--- src/rtl/byte_mask_pkg.sv ---
// Shared types and helpers for the byte-masked memory controller.
// Holds the access-size and FSM encodings, datapath geometry, and the
// lane-select function that yields the byte-enable mask plus legality
// for a size/offset pair.
package byte_mask_pkg;
  localparam int DATA_W    = 32;
  localparam int NUM_LANES = 4;

  typedef enum logic [1:0] {
    SZ_BYTE = 2'd0,
    SZ_HALF = 2'd1,
    SZ_WORD = 2'd2,
    SZ_RSVD = 2'd3
  } size_e;

  typedef enum logic [1:0] {
    IDLE    = 2'd0,
    ISSUE   = 2'd1,
    RD_WAIT = 2'd2,
    RESP    = 2'd3
  } state_e;

  typedef struct packed {
    logic                 legal;
    logic [NUM_LANES-1:0] mask;
  } lane_sel_t;

  // Misaligned halves/words and the reserved size are illegal; their mask
  // is still computed but never reaches the memory.
  function automatic lane_sel_t lane_sel(size_e sz, logic [1:0] off);
    lane_sel_t r;
    r = '0;
    case (sz)
      SZ_BYTE: begin r.legal = 1'b1;        r.mask = 4'b0001 << off; end
      SZ_HALF: begin r.legal = ~off[0];     r.mask = 4'b0011 << off; end
      SZ_WORD: begin r.legal = (off == 2'd0); r.mask = 4'b1111;      end
      default: begin r.legal = 1'b0;        r.mask = 4'b0000;        end
    endcase
    return r;
  endfunction
endpackage

--- src/rtl/byte_lane_align.sv ---
// Combinational lane alignment for one access.
//   size_i/off_i : access size and byte offset
//   wdata_i      : LSB-aligned write data -> wdata_o lane-positioned
//   rdata_i      : raw memory word        -> rdata_o LSB-aligned, zero-extended
//   mask_o       : byte enables, legal_o : size/offset legality
module byte_lane_align
  import byte_mask_pkg::*;
(
  input  logic [1:0]           size_i,
  input  logic [1:0]           off_i,
  input  logic [DATA_W-1:0]    wdata_i,
  input  logic [DATA_W-1:0]    rdata_i,
  output logic [NUM_LANES-1:0] mask_o,
  output logic                 legal_o,
  output logic [DATA_W-1:0]    wdata_o,
  output logic [DATA_W-1:0]    rdata_o
);
  lane_sel_t            sel;
  logic [DATA_W-1:0]    rd_sh;
  logic [NUM_LANES-1:0] keep;

  assign sel     = lane_sel(size_e'(size_i), off_i);
  assign mask_o  = sel.mask;
  assign legal_o = sel.legal;
  assign wdata_o = wdata_i << {off_i, 3'b000};
  assign rd_sh   = rdata_i >> {off_i, 3'b000};

  // Lanes kept after shifting down: width of the access, counted from lane 0.
  always_comb begin
    keep = '0;
    case (size_e'(size_i))
      SZ_BYTE: keep = 4'b0001;
      SZ_HALF: keep = 4'b0011;
      SZ_WORD: keep = 4'b1111;
      default: keep = 4'b0000;
    endcase
  end

  for (genvar g = 0; g < NUM_LANES; g++) begin : g_lane
    assign rdata_o[8*g +: 8] = rd_sh[8*g +: 8] & {8{keep[g]}};
  end
endmodule

--- src/rtl/byte_masked_mem_ctrl.sv ---
// Single-outstanding command controller for a byte-masked word memory.
//   cmd_*  : command channel (valid/ready), byte address, size, write data
//   rsp_*  : response channel (valid/ready), read data, error flag
//   mem_*  : memory port, one-cycle enable pulse per legal access
// Illegal commands (reserved size, misaligned half/word) skip the memory
// and answer straight away with rsp_err.
module byte_masked_mem_ctrl
  import byte_mask_pkg::*;
#(
  parameter int ADDR_W = 3,
  parameter int RD_LAT = 1
) (
  input  logic                 clk,
  input  logic                 rst,
  input  logic                 cmd_valid,
  output logic                 cmd_ready,
  input  logic                 cmd_wr,
  input  logic [ADDR_W+1:0]    cmd_addr,
  input  logic [1:0]           cmd_size,
  input  logic [DATA_W-1:0]    cmd_wdata,
  output logic                 rsp_valid,
  input  logic                 rsp_ready,
  output logic [DATA_W-1:0]    rsp_rdata,
  output logic                 rsp_err,
  output logic [ADDR_W-1:0]    mem_addr,
  output logic [DATA_W-1:0]    mem_data,
  output logic                 mem_enb,
  output logic                 mem_wr,
  output logic [NUM_LANES-1:0] mem_masked,
  input  logic [DATA_W-1:0]    mem_rdata
);
  localparam int CW = (RD_LAT > 1) ? $clog2(RD_LAT) : 1;

  state_e              state_q, state_d;
  logic                wr_q;
  logic [ADDR_W+1:0]   addr_q;
  logic [1:0]          size_q;
  logic [DATA_W-1:0]   wdata_q;
  logic                err_q, err_d;
  logic [DATA_W-1:0]   rdata_q, rdata_d;
  logic [CW-1:0]       cnt_q, cnt_d;
  logic [ADDR_W-1:0]   maddr_q;
  logic [DATA_W-1:0]   mdata_q;

  logic                idle, issue, hs;
  logic [1:0]          al_size, al_off;
  logic [DATA_W-1:0]   al_wdata, al_wdata_sh, al_rdata;
  logic [NUM_LANES-1:0] al_mask;
  logic                al_legal;

  assign idle  = (state_q == IDLE);
  assign issue = (state_q == ISSUE);
  assign hs    = cmd_valid & cmd_ready;

  // In IDLE the aligner judges the offered command; afterwards it works on
  // the registered copy so the memory side never sees cmd_* changes.
  assign al_size  = idle ? cmd_size       : size_q;
  assign al_off   = idle ? cmd_addr[1:0]  : addr_q[1:0];
  assign al_wdata = idle ? cmd_wdata      : wdata_q;

  byte_lane_align u_align (
    .size_i  (al_size),
    .off_i   (al_off),
    .wdata_i (al_wdata),
    .rdata_i (mem_rdata),
    .mask_o  (al_mask),
    .legal_o (al_legal),
    .wdata_o (al_wdata_sh),
    .rdata_o (al_rdata)
  );

  always_comb begin
    state_d = state_q;
    err_d   = err_q;
    rdata_d = rdata_q;
    cnt_d   = cnt_q;
    case (state_q)
      IDLE: if (hs) begin
        rdata_d = '0;
        err_d   = ~al_legal;
        state_d = al_legal ? ISSUE : RESP;
      end
      ISSUE: begin
        if (wr_q) state_d = RESP;
        else begin
          state_d = RD_WAIT;
          cnt_d   = CW'(RD_LAT - 1);
        end
      end
      RD_WAIT: begin
        if (cnt_q == '0) begin
          rdata_d = al_rdata;
          state_d = RESP;
        end else cnt_d = cnt_q - 1'b1;
      end
      RESP: if (rsp_ready) state_d = IDLE;
      default: state_d = IDLE;
    endcase
  end

  always_ff @(posedge clk or posedge rst) begin
    if (rst) begin
      state_q <= IDLE;
      wr_q    <= 1'b0;
      addr_q  <= '0;
      size_q  <= '0;
      wdata_q <= '0;
      err_q   <= 1'b0;
      rdata_q <= '0;
      cnt_q   <= '0;
      maddr_q <= '0;
      mdata_q <= '0;
    end else begin
      state_q <= state_d;
      err_q   <= err_d;
      rdata_q <= rdata_d;
      cnt_q   <= cnt_d;
      if (hs) begin
        wr_q    <= cmd_wr;
        addr_q  <= cmd_addr;
        size_q  <= cmd_size;
        wdata_q <= cmd_wdata;
      end
      // Keep the last driven address/data visible once the pulse ends.
      if (issue) begin
        maddr_q <= addr_q[ADDR_W+1:2];
        mdata_q <= al_wdata_sh;
      end
    end
  end

  assign cmd_ready  = idle & ~rst;
  assign rsp_valid  = (state_q == RESP);
  assign rsp_err    = err_q;
  assign rsp_rdata  = rdata_q;
  assign mem_enb    = issue;
  assign mem_wr     = issue & wr_q;
  assign mem_masked = issue ? al_mask : '0;
  assign mem_addr   = issue ? addr_q[ADDR_W+1:2] : maddr_q;
  assign mem_data   = issue ? al_wdata_sh : mdata_q;
endmodule

--- config.mk ---
export PLATFORM = sky130hd
export DESIGN_NAME = byte_masked_mem_ctrl
export DESIGN_NICKNAME = d
export VERILOG_FILES = /design/src/rtl/byte_mask_pkg.sv /design/src/rtl/byte_lane_align.sv /design/src/rtl/byte_masked_mem_ctrl.sv
export SDC_FILE = /design/constraint.sdc
export NUM_CORES = 1
export LEC_CHECK = 0
export CAP_MARGIN = 15
export CORE_MARGIN = 3
export CORE_UTILIZATION = 50
export DETAILED_ROUTE_END_ITERATION = 8
export DONT_BUFFER_PORTS = 1
export PLACE_DENSITY_LB_ADDON = 0.15
export SLEW_MARGIN = 20
export SYNTH_ARGS = -nofsm -noshare
export SYNTH_HDL_FRONTEND = slang
export SYNTH_SLANG_ARGS = --single-unit
--- constraint.sdc ---
create_clock -name clk -period 3 [get_ports clk]
set_input_delay 0.15 -clock clk [delete_from_list [all_inputs] [get_ports clk]]
set_output_delay 0.15 -clock clk [all_outputs]
set_load 0.01 [all_outputs]
==> impl_metrics.env <==
export IMPL_stdcell_count=781
export IMPL_ys_warn_count=0
export IMPL_postCtsSetupBuffers=0
export IMPL_tns_ns=0
export IMPL_p_leak_nw=3.276
export IMPL_ff2ff_setup_slack_ns=0.43
export IMPL_path_cells="inv_1 > ha_4 > buf_4 > mux2i_1 > mux2i_1 > nand3_1 > o21ai_0"
export IMPL_cts_htree_levels=3
export IMPL_endpoint_kind="primary output"
export IMPL_peakVddDrop_uv=608.4
export IMPL_status="finished clean"
export IMPL_drt_wl_total_um=15720
export IMPL_synth_mux_area_frac=0.1631
export IMPL_hold_path_class="in2reg"
export IMPL_synth_net_count=684
export IMPL_synth_xor_area_share=0
export IMPL_firstDrtPassIters=5
export IMPL_grt_total_usage=0.2463
export IMPL_worstPathMaxFanout=18
export IMPL_place_hpwl_um=10640
export IMPL_die_height_um=113.1
export IMPL_power_switching_mw=3.435
export IMPL_rows=38
export IMPL_area_growth_synth_to_final_pct=16.77
export IMPL_ant_nets=0
export IMPL_p_clk_frac=0.175
export IMPL_required_ns=2.85
export IMPL_post_drt_wl_per_cell_um=20.13
export IMPL_drtIter0Drc=406
export IMPL_synth_flop_cell="dfrtp_1"
export IMPL_swShare=0.4344
export IMPL_min_delay_start="mem_rdata[22]"
export IMPL_slowest_stage="dfrtp_1"
export IMPL_fmax_mhz=367.7
export IMPL_core_um2=11030
export IMPL_post_route_period_util=0.9065
export IMPL_hold_path_depth=2
export IMPL_max_cap_violations=0
export IMPL_cpMostUsedCell="mux2i_1"
export IMPL_cp_start_kind="register"
export IMPL_setup_viol=0
export IMPL_synth_sequential_area_ratio=0.4803
export IMPL_slew_violations=0
export IMPL_vias=4511
export IMPL_synth_fa_ha_area_frac=0.01965
export IMPL_place_inst=717
export IMPL_grt_pass1_wl_um=24780
export IMPL_clk_pin_slew_worst_paths_ns=0.06
export IMPL_cts_buffer_depth=2
export IMPL_combPwrFrac=0.487
export IMPL_r2r_start="state_q[0]"
export IMPL_max_stage_delay_ns=0.44
export IMPL_cts_buffers=9
export IMPL_synthArstFlopShare=1.000
export IMPL_cts_root_buf="clkbuf_16"
export IMPL_finClkSkew_ns=0.008445
export IMPL_yosys_area_share_simple=0.1502
export IMPL_post_drt_via_cell_ratio=5.776
export IMPL_avgSynthCellArea_um2=9.567
export IMPL_cp_arrival_ns=2.57
export IMPL_drive_gt1_frac=0.07644
export IMPL_synth_cells=599
export IMPL_dieArea_um2=12780
export IMPL_insertion_delay_ns=0.35
export IMPL_synth_compound_area_frac=0.1336
export IMPL_chipWidth_um=113.1
export IMPL_diodes=0
export IMPL_worst_slew_pin_slew_ns=0.7864
export IMPL_hold_viol=0
export IMPL_pwr_density_cell_nw_per_um2=1182
export IMPL_rsz0062_at_grt="no"
export IMPL_grt_pass1_vias=4573
export IMPL_drc_errors=0
export IMPL_period_minus_slack_ns=2.720
export IMPL_relSlewSlack=0.4758
export IMPL_start_util=0.5195
export IMPL_reg2reg_depth=9
export IMPL_cts_sinks=110
export IMPL_grt_ovfl_total=0
export IMPL_io_pin_count=152
export IMPL_synth_edff_count=0
export IMPL_r2r_end="rsp_rdata[6]"
export IMPL_fin_nets=721
export IMPL_cts_tree="done"
export IMPL_grt_max_degree=61
export IMPL_p_seq_frac=0.338
export IMPL_syn_area_um2=5730
export IMPL_synth_distinct_cells=39
export IMPL_p_int_mw=4.473
export IMPL_worstSetupPathType="reg2out"
export IMPL_holdPathEnd="rsp_rdata[22]"
export IMPL_synth_top_family_by_area="multiplexers"
export IMPL_gp_congestion=0.8977
export IMPL_antenna_found_initial=0
export IMPL_synth_seq_cells=110
export IMPL_io_buffers=0
-- cells by family after synthesis --
kind of cell,count (synthesis)
and+or+nand+nor,210
adders and majority gates,9
DFF,110
buffers and inverters,62
muxes,92
AOI/OAI and AO/OA,116
-- layout make-up --
cell class                      instances  area, µm²
Fill cell                             936       4339
Sequential cell                       110       2753
Multi-Input combinational cell        427       2710
Timing Repair Buffer                   64      613.1
Clock buffer                           11      242.7
Tap cell                              140      175.2
Clock inverter                          5      103.9
Inverter                               24      93.84
-- layout by cell type, fill, tap and decap left out, drive strengths merged, types with 3 or more instances in the layout --
cell,n
a21o,9
a21oi,30
a221o,8
a22o,8
a31oi,10
buf,16
bufinv,3
clkbuf,11
dfrtp,110
dlygate4sd3,48
ha,9
inv,24
mux2,5
mux2i,87
nand2,161
nand3,8
nor2,22
nor2b,6
nor3,8
o21ai,22
o22ai,18
-- sequential cells by signal, indices dropped and copies added, names as in the netlist --
name and flops:
rsp_err 1, state_q 2, maddr_q 3, wr_q 1, mdata_q 32, wdata_q 32, addr_q 5, size_q 2
rsp_rdata 32
-- synth_stat cells (4+ instances only) --
| library cell | count | area [µm²] |
|---|---|---|
| a21o_1 | 9 | 67.56 |
| nor2b_1 | 6 | 37.54 |
| buf_6 | 4 | 45.04 |
| a221o_1 | 8 | 80.08 |
| buf_4 | 8 | 60.06 |
| nand2_1 | 161 | 604.3 |
| mux2i_1 | 86 | 860.8 |
| mux2_2 | 4 | 45.04 |
| nor3_1 | 8 | 40.04 |
| o22ai_1 | 18 | 112.6 |
| a31oi_1 | 10 | 62.56 |
| nand3_1 | 7 | 35.03 |
| a21oi_1 | 29 | 145.1 |
| buf_2 | 9 | 45.04 |
| a22o_1 | 8 | 70.07 |
| ha_1 | 9 | 112.6 |
| nor2_1 | 21 | 78.83 |
| clkbuf_1 | 17 | 63.81 |
| inv_1 | 24 | 90.09 |
| dfrtp_1 | 110 | 2753 |
| o21ai_0 | 20 | 100.1 |
-- power by group through the flow --
stage / registers (mW) / logic (mW) / clock network [mW]
after CTS: 2.67 / 3.84 / 1.41
after floorplan: 2.57 / 3.04 / 0
after global placement: 2.67 / 3.70 / 0
final: 2.68 / 3.85 / 1.38
after detailed placement: 2.70 / 3.78 / 0
after global routing: 2.76 / 4.24 / 1.46
-- worst max-delay path: cells and delay by family (launching register included) --
| kind | cells | cell delay, ns |
|---|---|---|
| flip-flops | 1 | 0.44 |
| buffers and inverters | 2 | 0.46 |
| multiplexers | 2 | 0.64 |
| AND/OR/NAND/NOR | 1 | 0.12 |
| AO/OA/AOI/OAI | 1 | 0.23 |
| adder cells (fa/ha/maj) | 1 | 0.33 |
-- layer usage --
layer	GRT usage	wire, µm	vias up
met2	0.4048	7596	175
met4	0.09535	297	0
met1	0.3149	6629	2177
met3	0.06043	1198	20
li1	-	-	2139
met5	0	0	-
-- through the flow --
step | util | hold slack (ns) | instance area (µm²) | total power, mW | setup slack (ns)
2_1_floorplan | - | 0.2554 | 5734 | 5.611 | 0.2712
3_3_place_gp | 0.5307 | 0.2568 | 5854 | 6.370 | 0.5182
3_5_place_dp | 0.5307 | 0.2606 | 5854 | 6.481 | 0.3185
4_1_cts | 0.6057 | 0.02644 | 6681 | 7.929 | 0.1071
5_1_grt | 0.6066 | 0.05119 | 6691 | 8.452 | 0.1478
6_report | 0.6066 | 0.03870 | 6691 | 7.909 | 0.2804
-- repair_timing --
action,4_1_cts,5_1_grt
hold buffers,48,0
resized for setup,0,1
endpoints found under the setup margin,0,10
endpoints found under the hold margin,114,0
-- worst max path at each step --
stage | start | depth (start not counted) | to | slack [ns]
2_1_floorplan | rst | 4 | addr_q[1] | 0.27
3_3_place_gp | state_q[0] | 9 | rsp_rdata[7] | 0.52
3_5_place_dp | state_q[1] | 9 | rsp_rdata[4] | 0.32
4_1_cts | state_q[1] | 7 | mem_data[25] | 0.11
5_1_grt | state_q[0] | 7 | mem_data[29] | 0.15
6_report | state_q[0] | 7 | mem_data[12] | 0.28
No activity file was read; power rests on OpenSTA's default activity.
